## src/rtl/gip_sram_dp_arbiter.sv

```systemverilog
// Two-requester arbiter in front of a 2048x32 simple dual-port SRAM.
// Read and write ports are arbitrated independently; at most one read and one
// write are granted per cycle. Read data returns to the winner one cycle later.
//
// Parameters:
//   PRIORITY_MODE  0 = round-robin per port, 1 = A fixed priority with B starvation guard
//   STARVE_LIMIT   consecutive contended B losses on a port before B wins (mode 1 only)
// Ports:
//   sram_clock, sram_reset                    clock, synchronous active-high reset
//   a_req/a_write/a_address/a_write_data      requester A command (held until a_ack)
//   a_ack                                     combinational accept
//   a_read_data_valid/a_read_data             read return for A (data 0 when not valid)
//   b_*                                       same set for requester B
//   sram_read/sram_read_address/sram_read_data       SRAM read port
//   sram_write/sram_write_address/sram_write_data    SRAM write port
module gip_sram_dp_arbiter #(
  parameter int unsigned PRIORITY_MODE = 0,
  parameter int unsigned STARVE_LIMIT  = 4
) (
  input  logic        sram_clock,
  input  logic        sram_reset,
  input  logic        a_req,
  input  logic        a_write,
  input  logic [10:0] a_address,
  input  logic [31:0] a_write_data,
  output logic        a_ack,
  output logic        a_read_data_valid,
  output logic [31:0] a_read_data,
  input  logic        b_req,
  input  logic        b_write,
  input  logic [10:0] b_address,
  input  logic [31:0] b_write_data,
  output logic        b_ack,
  output logic        b_read_data_valid,
  output logic [31:0] b_read_data,
  output logic        sram_read,
  output logic [10:0] sram_read_address,
  input  logic [31:0] sram_read_data,
  output logic        sram_write,
  output logic [10:0] sram_write_address,
  output logic [31:0] sram_write_data
);

  localparam int unsigned CntW = ($clog2(STARVE_LIMIT + 1) > 3) ? $clog2(STARVE_LIMIT + 1) : 3;
  localparam logic [CntW-1:0] StarveLim = CntW'(STARVE_LIMIT);
  localparam logic [CntW-1:0] CntMax    = '1;

  typedef enum logic {GntA = 1'b0, GntB = 1'b1} gnt_e;

  gnt_e            rd_last_q, rd_last_d;
  gnt_e            wr_last_q, wr_last_d;
  logic [CntW-1:0] rd_starve_q, rd_starve_d;
  logic [CntW-1:0] wr_starve_q, wr_starve_d;
  logic            a_rvalid_q, b_rvalid_q;

  logic a_rd, b_rd, a_wr, b_wr;
  logic rd_cont, wr_cont;
  logic rd_b_wins, wr_b_wins;
  logic a_rd_gnt, b_rd_gnt, a_wr_gnt, b_wr_gnt;

  always_comb begin
    // Reset masks every request, which forces acks and SRAM enables low.
    a_rd = a_req & ~a_write & ~sram_reset;
    b_rd = b_req & ~b_write & ~sram_reset;
    a_wr = a_req &  a_write & ~sram_reset;
    b_wr = b_req &  b_write & ~sram_reset;
    rd_cont = a_rd & b_rd;
    wr_cont = a_wr & b_wr;

    // Who wins a contended cycle on each port.
    if (PRIORITY_MODE == 0) begin
      rd_b_wins = (rd_last_q == GntA);
      wr_b_wins = (wr_last_q == GntA);
    end else begin
      rd_b_wins = (rd_starve_q == StarveLim);
      wr_b_wins = (wr_starve_q == StarveLim);
    end

    a_rd_gnt = a_rd & ~(rd_cont &  rd_b_wins);
    b_rd_gnt = b_rd & ~(rd_cont & ~rd_b_wins);
    a_wr_gnt = a_wr & ~(wr_cont &  wr_b_wins);
    b_wr_gnt = b_wr & ~(wr_cont & ~wr_b_wins);

    a_ack = a_rd_gnt | a_wr_gnt;
    b_ack = b_rd_gnt | b_wr_gnt;

    sram_read          = a_rd_gnt | b_rd_gnt;
    sram_read_address  = a_rd_gnt ? a_address : (b_rd_gnt ? b_address : 11'd0);
    sram_write         = a_wr_gnt | b_wr_gnt;
    sram_write_address = a_wr_gnt ? a_address : (b_wr_gnt ? b_address : 11'd0);
    sram_write_data    = a_wr_gnt ? a_write_data : (b_wr_gnt ? b_write_data : 32'd0);

    // Last-granted tracks every grant, contended or not.
    rd_last_d = rd_last_q;
    if (a_rd_gnt)      rd_last_d = GntA;
    else if (b_rd_gnt) rd_last_d = GntB;
    wr_last_d = wr_last_q;
    if (a_wr_gnt)      wr_last_d = GntA;
    else if (b_wr_gnt) wr_last_d = GntB;

    // Starvation counters: count contended B losses, clear on any B grant.
    rd_starve_d = rd_starve_q;
    if (b_rd_gnt)                         rd_starve_d = '0;
    else if (rd_cont && rd_starve_q != CntMax) rd_starve_d = rd_starve_q + 1'b1;
    wr_starve_d = wr_starve_q;
    if (b_wr_gnt)                         wr_starve_d = '0;
    else if (wr_cont && wr_starve_q != CntMax) wr_starve_d = wr_starve_q + 1'b1;

    // A reset arriving right after a grant discards the pending return at once.
    a_read_data_valid = a_rvalid_q & ~sram_reset;
    b_read_data_valid = b_rvalid_q & ~sram_reset;
    a_read_data       = a_read_data_valid ? sram_read_data : 32'd0;
    b_read_data       = b_read_data_valid ? sram_read_data : 32'd0;
  end

  always_ff @(posedge sram_clock) begin
    if (sram_reset) begin
      rd_last_q   <= GntB;
      wr_last_q   <= GntB;
      rd_starve_q <= '0;
      wr_starve_q <= '0;
      a_rvalid_q  <= 1'b0;
      b_rvalid_q  <= 1'b0;
    end else begin
      rd_last_q   <= rd_last_d;
      wr_last_q   <= wr_last_d;
      rd_starve_q <= rd_starve_d;
      wr_starve_q <= wr_starve_d;
      a_rvalid_q  <= a_rd_gnt;
      b_rvalid_q  <= b_rd_gnt;
    end
  end

endmodule
```

## config.mk

```make
export PLATFORM = sky130hd
export DESIGN_NAME = gip_sram_dp_arbiter
export DESIGN_NICKNAME = d
export VERILOG_FILES = /design/src/rtl/gip_sram_dp_arbiter.sv
export SDC_FILE = /design/constraint.sdc
export NUM_CORES = 1
export LEC_CHECK = 0
export BUFFER_PORTS_ARGS = -buffer_cell sky130_fd_sc_hd__buf_2
export CAP_MARGIN = 20
export CORE_AREA = 2 2 96 98
export DETAILED_ROUTE_END_ITERATION = 8
export DIE_AREA = 0 0 98 100
export HOLD_SLACK_MARGIN = 0.05
export SETUP_SLACK_MARGIN = 0.4
export SYNTH_ARGS = -nofsm -noshare
export SYNTH_HDL_FRONTEND = slang
export SYNTH_SLANG_ARGS = --single-unit
```

## constraint.sdc

```tcl
create_clock -name sram_clock -period 1.35 [get_ports sram_clock]
set_input_delay 0.135 -clock sram_clock [delete_from_list [all_inputs] [get_ports sram_clock]]
set_output_delay 0.135 -clock sram_clock [all_outputs]
set_load 0.02 [all_outputs]
```

==> results by stage, run 1 <==
Die:
- The region available for standard cell placement spans 8890 um2.
- The die is 100 um tall.
- The die covers 9800 um2.
- For this configuration, the core starts out at a cell density of 0.146.
- In this run the horizontal extent of the chip is 98 um.
- Row generation in the floorplan step produced 35 rows.
- 248 I/O pins were placed.

Global routing:
- The first global-routing pass estimated 13.0 mm of wire.
- The global-route total usage across every layer is 0.162.
- The largest net degree at the start of global routing is 34.
- The number of global-route vias before repair is 2635.
- The number of antenna violations at the first check in global routing is 0.
- For this run the aggregate overflow at the end of global routing stands at 0.

Setup path:
- Setup slack on the worst reg-to-reg path comes out at 0.39 ns.
- STA classifies the critical path startpoint as a flop.
- The origin of the worst setup path is wr_last_q$_SDFFE_PP1P_.
- STA puts the critical path data required time at 1.22 ns.
- The number of buffers and inverters on the critical path is 4.
- The slowest stage of the critical path belongs to the cell sky130_fd_sc_hd__dfxtp_2.
- Along the worst path, the maximum fanout reaches 5.
- The kind of cell with the highest combined delay along the critical path is buffers and inverters.
- The capturing instance or port of the critical path is sram_write_data[25].
- The critical path goes through and3b_2 > nor3_4 > buf_6 > buf_16 > buf_6 > a22o_4 > buf_6.
- In this run the number of cells on the critical path is 7.
- In this run the critical register-to-register path is launched from rd_last_q$_SDFFE_PP1P_.
- The critical path start-end classification is flop to output port.
- The worst flop-to-flop path endpoint is b_rvalid_q$_SDFF_PP0_.
- For the worst flop-to-flop path, the logic depth is 5.
- The endpoint type of the worst setup path is an output port.
- In this design, the critical path's most frequently occurring cell is sky130_fd_sc_hd__buf_6.
- STA puts the critical path data arrival time at 1.57 ns.
- The largest single stage delay on the critical path is 0.31 ns.

Cells and area:
- Excluding fillers, the count of instances in the completed layout stands at 577.
- After the last flow step, the layout net total stands at 592.
- The area growth from synthesis to layout is 285%.
- After filler insertion, the fill cell instance count of the layout stands at 714.
- The number of antenna cells inserted is 0.
- The finished cells cover 5010 um2.
- The combined flip-flop and latch cell area is 83.8 um2.
- For this run, the share of the core covered by cells in the final layout is 0.564.
- The combined area of the multi-input logic cells is 1940 um2.
- The share of layout cells above drive strength 1 is 0.929.

Clock network:
- The clock slew at the register clock pins of the worst setup and hold paths is 0.03 ns.
- The number of clock buffers added by TritonCTS is 3.
- The number of H-tree levels is 1.
- Clock latency on the worst-skew pair, taken at its later pin, is 0.21 ns.
- The buffer type at the clock tree root is sky130_fd_sc_hd__clkbuf_8.
- The CTS sink count is 4.
- The maximum number of buffers from clock root to sink is 2.
- The TritonCTS clock tree is yes.
- The hold-fix buffer count after cts is 0.

Logic synthesis:
- The flop and latch count out of synthesis is 4.
- For this run, the register share of the synthesized area comes to 0.0616.
- The synthesized netlist occupies a cell area of 1300 um2.
- The distinct cell type count after synthesis is 20.
- The Yosys step of the flow raised 0 warnings.
- The synthesized area divided by synthesized cell count is 6.91 um2.
- The cell count after synthesis came out at 188.
- When the netlist entered floorplanning its net count stood at 312.

Power and ir drop:
- IR analysis of the VDD net gives a maximum drop of 262 uV.
- For this design the static power due to leakage is 2.44 nW.
- The cell area power density is 338 nW/um2.

Place:
- The port buffer count is 247.
- The HPWL after detailed placement is 5.91 mm.
- The final weighted congestion of routability-driven global placement is 0.767.
- Once placement finished, the instance area stood at 3580 um2.
- After detailed placement, the design holds a cell count of 544.

STA:
- Setup repair after global routing could not meet its margin everywhere.
- The number of pins exceeding their max-slew limit in the final report came to 0.
- The worst path setup slack after routing is -0.351 ns.
- On the final layout, the worst hold slack is 0.242 ns.
- Based on the critical path, the design can be clocked at up to 588 MHz.
- The post-route clock skew is 0.00134 ns.
- The total count of hold-check failures in the final report is 0.
- The pin slew with the least headroom to its limit is 0.351 ns.
- The worst path in the final design needs a cycle of 1.70 ns, including I/O delays and setup.
- Headroom to the max-slew limit came out at 0.766.
- The count of final setup violators is 104.
- The portion of the clock cycle consumed by the worst path in the final layout is 1.26.

Detailed routing:
- After detailed routing, the number of vias per cell comes to 4.49.
- The wire length per cell is 15.6 um.
- For this run, design rule violations remaining after detail routing come to 0.
- The routed layout has 2593 vias.
- The total routed wirelength is 9.03 mm.
- The detail route stage leaves a number of antenna-violating nets equal to 0.
- The first-pass iteration count of the detailed router is 4.
- The DRC marker count from the first detailed-route iteration is 22.

Outcome:
- The flow ran to the end, but the final reports show violations.
- The checks that failed: negative setup slack.

Flow run:
- The max-capacitance violation count is 0.

Hold path:
- The class of the tightest hold or removal check is input port to flop.
- The cell depth of the worst hold path is 3.
==> per-layer routing <==
layer,GRT usage,vias to the layer above,part of all wire
met1,0.168,1191,0.33
met3,0.0355,9,0.076
met4,0.0246,0,0.013
met2,0.336,153,0.58
li1,-,1240,-
met5,0,-,0
==> synthesized netlist by cell type, drive strengths merged <==
cell | count | area share
a21o | 1 | 0.0058
a21oi | 3 | 0.012
a22o | 32 | 0.22
and2 | 64 | 0.31
and3 | 1 | 0.0048
and3b | 1 | 0.0067
buf | 10 | 0.053
clkbuf | 9 | 0.026
dfxtp | 4 | 0.062
inv | 1 | 0.0029
nand2 | 3 | 0.0087
nand2b | 24 | 0.12
nor2 | 2 | 0.0058
nor2b | 2 | 0.0096
nor3 | 2 | 0.020
o21bai | 5 | 0.029
o22ai | 22 | 0.11
or2 | 2 | 0.0096
==> flip-flops by register name, summed over array words and instances (netlist names) <==
name / flops
rd_last_q: 1
a_rvalid_q: 1
b_rvalid_q: 1
wr_last_q: 1
==> cell usage in the layout, fill, tap and decap left out, drive strengths merged <==
| master | instances |
|---|---|
| clkbuf | 5 |
| nand2b | 24 |
| or2 | 3 |
| buf | 291 |
| nor2 | 2 |
| nor3 | 2 |
| and2 | 64 |
| a21oi | 3 |
| a22o | 32 |
| nor2b | 2 |
| and3b | 1 |
| a21o | 1 |
| nand2 | 3 |
| and3 | 1 |
| o21bai | 5 |
| o22ai | 22 |
| dfxtp | 4 |
| inv | 1 |
==> kinds of logic after synthesis <==
kind of cell	Yosys count	share of synthesized area
and+or+nand+nor	101	0.489
AOI/OAI and AO/OA	63	0.368
buffers and inverters	20	0.0818
DFF	4	0.0616
==> layout make-up <==
cell class / count / share of cell area
timing repair buffer: 293 / 0.560
multi-input combinational: 165 / 0.387
tap: 111 / 0.0277
sequential: 4 / 0.0167
clock buffer: 3 / 0.00824
inverter: 1 / 0.000749
==> report_power, final <==
group          internal [mW]  switching [mW]  total (mW)  leakage [nW]
sequential             0.127         0.00421       0.131        0.0327
combinational          0.717           0.595        1.31          2.38
clock                  0.190          0.0586       0.248        0.0216
==> what timing repair did <==
item	CTS	global route
gates cloned	10	2
resized for setup	253	47
buffers inserted	16	2
pin swaps	51	37
endpoints found under the setup margin	123	126
==> worst min-delay path, delay by kind of cell <==
family,cells,cell delay (ns)
buffers and inverters,1,0.12
AO/OA/AOI/OAI,2,0.16
==> worst min-delay path by stage <==
stage	start	to
detailed placement	b_write	wr_last_q$_SDFFE_PP1P_
global route	b_write	wr_last_q$_SDFFE_PP1P_
floorplan	b_write	wr_last_q$_SDFFE_PP1P_
finish	b_write	wr_last_q$_SDFFE_PP1P_
CTS	b_write	wr_last_q$_SDFFE_PP1P_
global placement	b_write	wr_last_q$_SDFFE_PP1P_
==> through the flow <==
step / setup slack [ns] / setup TNS [ns] / power (mW)
final: -0.351 / -14.14 / 1.69
after CTS: -0.364 / -17.03 / 1.66
after global placement: -0.139 / -3.27 / 1.11
after global routing: -0.402 / -20.85 / 1.79
after detailed placement: -0.174 / -4.12 / 1.13
after floorplan: 0.0360 / 0 / 0.741
(Power assumes the default switching activity.)
==> run 2, diff against run 1 <==
==> constraint.sdc (replaced) <==
create_clock -name sram_clock -period 1.35 [get_ports sram_clock]
set_input_delay 0.135 -clock sram_clock [delete_from_list [all_inputs] [get_ports sram_clock]]
set_output_delay 0.135 -clock sram_clock [all_outputs]
set_load 0.005 [all_outputs]
==> run 2 against run 1 <==
The run still ends with negative setup slack left. Critical path depth down 1. First-iteration DRC count rose to 2.5 times the previous value. Power down 28%. Routed wire length up 0.55%. Final area down 21%. Sequential share of layout area up 0.54 points. Fmax up 3.7%. Highest routed layer unchanged.
==> results by stage, run 2 (synthesized netlist as in run 1, its figures left out) <==
Power and ir drop:
- The switching power as a share of total power is 0.339 (-0.0497).
- The share of total power in combinational logic was 0.688 (-0.088).
- The internal power consumption is 0.808 mW (-22%).
- The leakage power of the design was 2.09 nW (-14%).
- The sequential fraction of design power is 0.107 (+0.030).
- The overall power consumption is 1.22 mW (-28%).
- The cell area power density came to 309 nW/um2 (-8.4%).
- The switching power of the nets is 0.415 mW (-37%).
- The part of the total power dissipated in the clock network is 0.205 (+0.058).
- The maximum vdd drop is 173 uV (-34%).

STA:
- The count of final setup violators came to 45 (-57%).
- The top achievable clock speed is 610 MHz (+3.7%).
- The final critical path time including I/O delays and setup is 1.64 ns (-0.0614 ns).
- The worst path setup slack after routing is -0.290 ns (+0.0614 ns).
- The post-route clock skew is 0.00210 ns (+0.000759 ns).
- Setup repair after global routing could not meet its margin everywhere.
- The pin slew with the least headroom to its limit is 0.222 ns (-0.129 ns).
- The total count of hold-check failures in the final report was 0 (unchanged).
- The number of pins exceeding their max-slew limit in the final report is 0 (unchanged).
- The headroom to the max-slew limit is 0.851 (+0.0856).
- The setup TNS is -10.87 ns (+3.27 ns).
- The portion of the clock cycle consumed by the worst path in the final layout is 1.21 (-0.0455).

Die:
- The height of the die came to 100 um (unchanged).
- The number of core rows is 35 (unchanged).
- The die outline width is 98 um (unchanged).
- The total core area was 8890 um2 (unchanged).
- The I/O pin count came to 248 (unchanged).
- The initial core utilization is 0.146 (unchanged).
- The area enclosed by the die boundary came to 9800 um2 (unchanged).

Setup path:
- The biggest fanout along the worst timing path came to 8 (+3).
- The worst setup path is of the flop to output port kind.
- The worst setup path is launched from a flop.
- The worst path required time came to 1.22 ns (about the same).
- The endpoint type of the worst setup path is an output port.
- The data arrival time of the critical path was 1.50 ns (-0.07 ns).

Place:
- The placement-stage worst setup slack was -0.0718 ns (+0.102 ns).
- The final weighted congestion of routability-driven global placement came to 0.805 (+4.9%).
- The number of placed instances with taps included is 535 (-1.7%).
- The port buffer count came to 247 (unchanged).
- The HPWL after detailed placement is 5.60 mm (-5.3%).

Clock network:
- The clock insertion delay at the later pin of the skew report is 0.22 ns (about the same).
- The buffer type at the clock tree root is sky130_fd_sc_hd__clkbuf_8.
- The maximum number of buffers from clock root to sink came to 2 (unchanged).
- The number of H-tree levels is 1 (unchanged).
- The hold-fix buffer count after cts was 0 (unchanged).
- TritonCTS built the clock tree.
- The CTS sink count is 4 (unchanged).
- The number of CTS-inserted buffers came to 3 (unchanged).
- The clock slew at the register clock pins of the worst setup and hold paths came to 0.03 ns (about the same).

Global routing:
- The number of global-route vias before repair is 2353 (-11%).
- The global-route congestion overflow total is 0 (unchanged).
- The global-route total usage across every layer is 0.143 (-0.0191).
- The first-pass GRT wire length was 11.4 mm (-12%).
- The largest net degree at the start of global routing is 34 (unchanged).
- After global routing, the most crowded layer is met2.
- The met1 global-route usage is 0.146 (-0.0221).
- The number of antenna violations at the first check in global routing was 0 (unchanged).
- The met3 track demand over resource was 0.0334 (-0.00209).
- The met2 layer usage reported by global route is 0.295 (-0.0406).

Flow run:
- The max-capacitance violation count was 0 (unchanged).

Detailed routing:
- The total routed wirelength is 9.08 mm (+0.55%).
- The DRC marker count from the first detailed-route iteration was 55 (+150%).
- The remaining number of nets flagged by the antenna check after routing is 0 (unchanged).
- The wire length per cell is 16.1 um (+3.2%).
- The first-pass iteration count of the detailed router was 4 (unchanged).
- The post-detailed-route DRC marker count is 0 (unchanged).
- The via-per-instance ratio is 4.54 (+0.93%).
- The via total after detailed routing is 2549 (-1.7%).

Cells and area:
- Leaving out fill and tap cells, the most frequent cell in the layout is sky130_fd_sc_hd__buf_2.
- The combined flip-flop and latch cell area is 87.6 um2 (+4.5%).
- The count of nets after finishing is 577 (-2.5%).
- The growth of design area from synthesis to finish is 204%.
- The number of antenna cells inserted is 0 (unchanged).
- The combined area of the multi-input logic cells is 1510 um2 (-22%).
- The filler cell count in the final layout is 841 (+18%).
- In the layout the commonest cells are sky130_fd_sc_hd__buf_2 (180), sky130_fd_sc_hd__buf_6 (72), sky130_fd_sc_hd__and2_4 (63).
- The non-filler instance count after layout is 562 (-2.6%).
- The share of layout cells above drive strength 1 is 0.854 (-0.0755).

Outcome:
- The checks that failed: negative setup slack.
- The flow ran to the end, but the final reports show violations.

Hold path:
- The worst hold path belongs to the class input port to flop.
[run 2: cell count changes in the layout (fill, tap and decap cells not counted), sizes merged]
| cell | before | now |
|---|---|---|
| or2 | 3 | 4 |
| clkbuf | 5 | 7 |
| buf | 291 | 273 |
[run 2: power by group through the flow]
stage	clock network, mW	registers (mW)	logic (mW)
2_1_floorplan	0	0.131	0.279
3_3_place_gp	0	0.131	0.602
3_5_place_dp	0	0.132	0.611
4_1_cts	0.259	0.130	0.748
5_1_grt	0.272	0.131	0.899
6_report	0.251	0.131	0.841
[run 2: metal layers]
| layer | vias up | share of wire |
|---|---|---|
| met5 | - | 0 |
| met4 | 0 | 0.0048 |
| met3 | 4 | 0.089 |
| met2 | 174 | 0.56 |
| met1 | 1169 | 0.35 |
| li1 | 1202 | - |
[run 2: critical path, stage by stage, from the launching register on]
cell and delay (ns):
sky130_fd_sc_hd__dfxtp_2 0.32, sky130_fd_sc_hd__and3b_2 0.23, sky130_fd_sc_hd__nor3_4 0.18, sky130_fd_sc_hd__buf_4 0.17, sky130_fd_sc_hd__clkbuf_16 0.15, sky130_fd_sc_hd__a22o_1 0.14
sky130_fd_sc_hd__buf_2 0.10
[run 2: layout make-up]
cell class	instances	share of cell area
timing repair buffer	277	0.549
clock buffer	3	0.0105
inverter	1	0.00158
multi-input combinational	166	0.381
sequential	4	0.0222
tap	111	0.0352
[run 2: path summary, 6_finish.rpt]
kind	depth (start not counted)	slack, ns	to	startpoint
worst max-delay path	6	-0.29	sram_write_data[13]	wr_last_q$_SDFFE_PP1P_
worst max register to register	4	0.41	rd_last_q$_SDFFE_PP1P_	rd_last_q$_SDFFE_PP1P_
worst min-delay path	2	0.23	b_rvalid_q$_SDFF_PP0_	sram_reset
worst min register to register	2	0.50	wr_last_q$_SDFFE_PP1P_	wr_last_q$_SDFFE_PP1P_
[run 2: repair_timing]
item / in CTS / in global routing
pin swaps: 34 / 29
gates resized for setup: 105 / 58
endpoints found under the setup margin: 125 / 123
cloned: 7 / 5
setup buffers: 6 / 6
[run 2: metrics by stage]
stage	util	hold slack, ns	cell area [um2]
3_5_place_dp	0.317	0.449	2820
2_1_floorplan	-	0.301	1470
3_3_place_gp	0.317	0.447	2820
5_1_grt	0.444	0.239	3950
6_report	0.444	0.230	3950
4_1_cts	0.399	0.228	3550
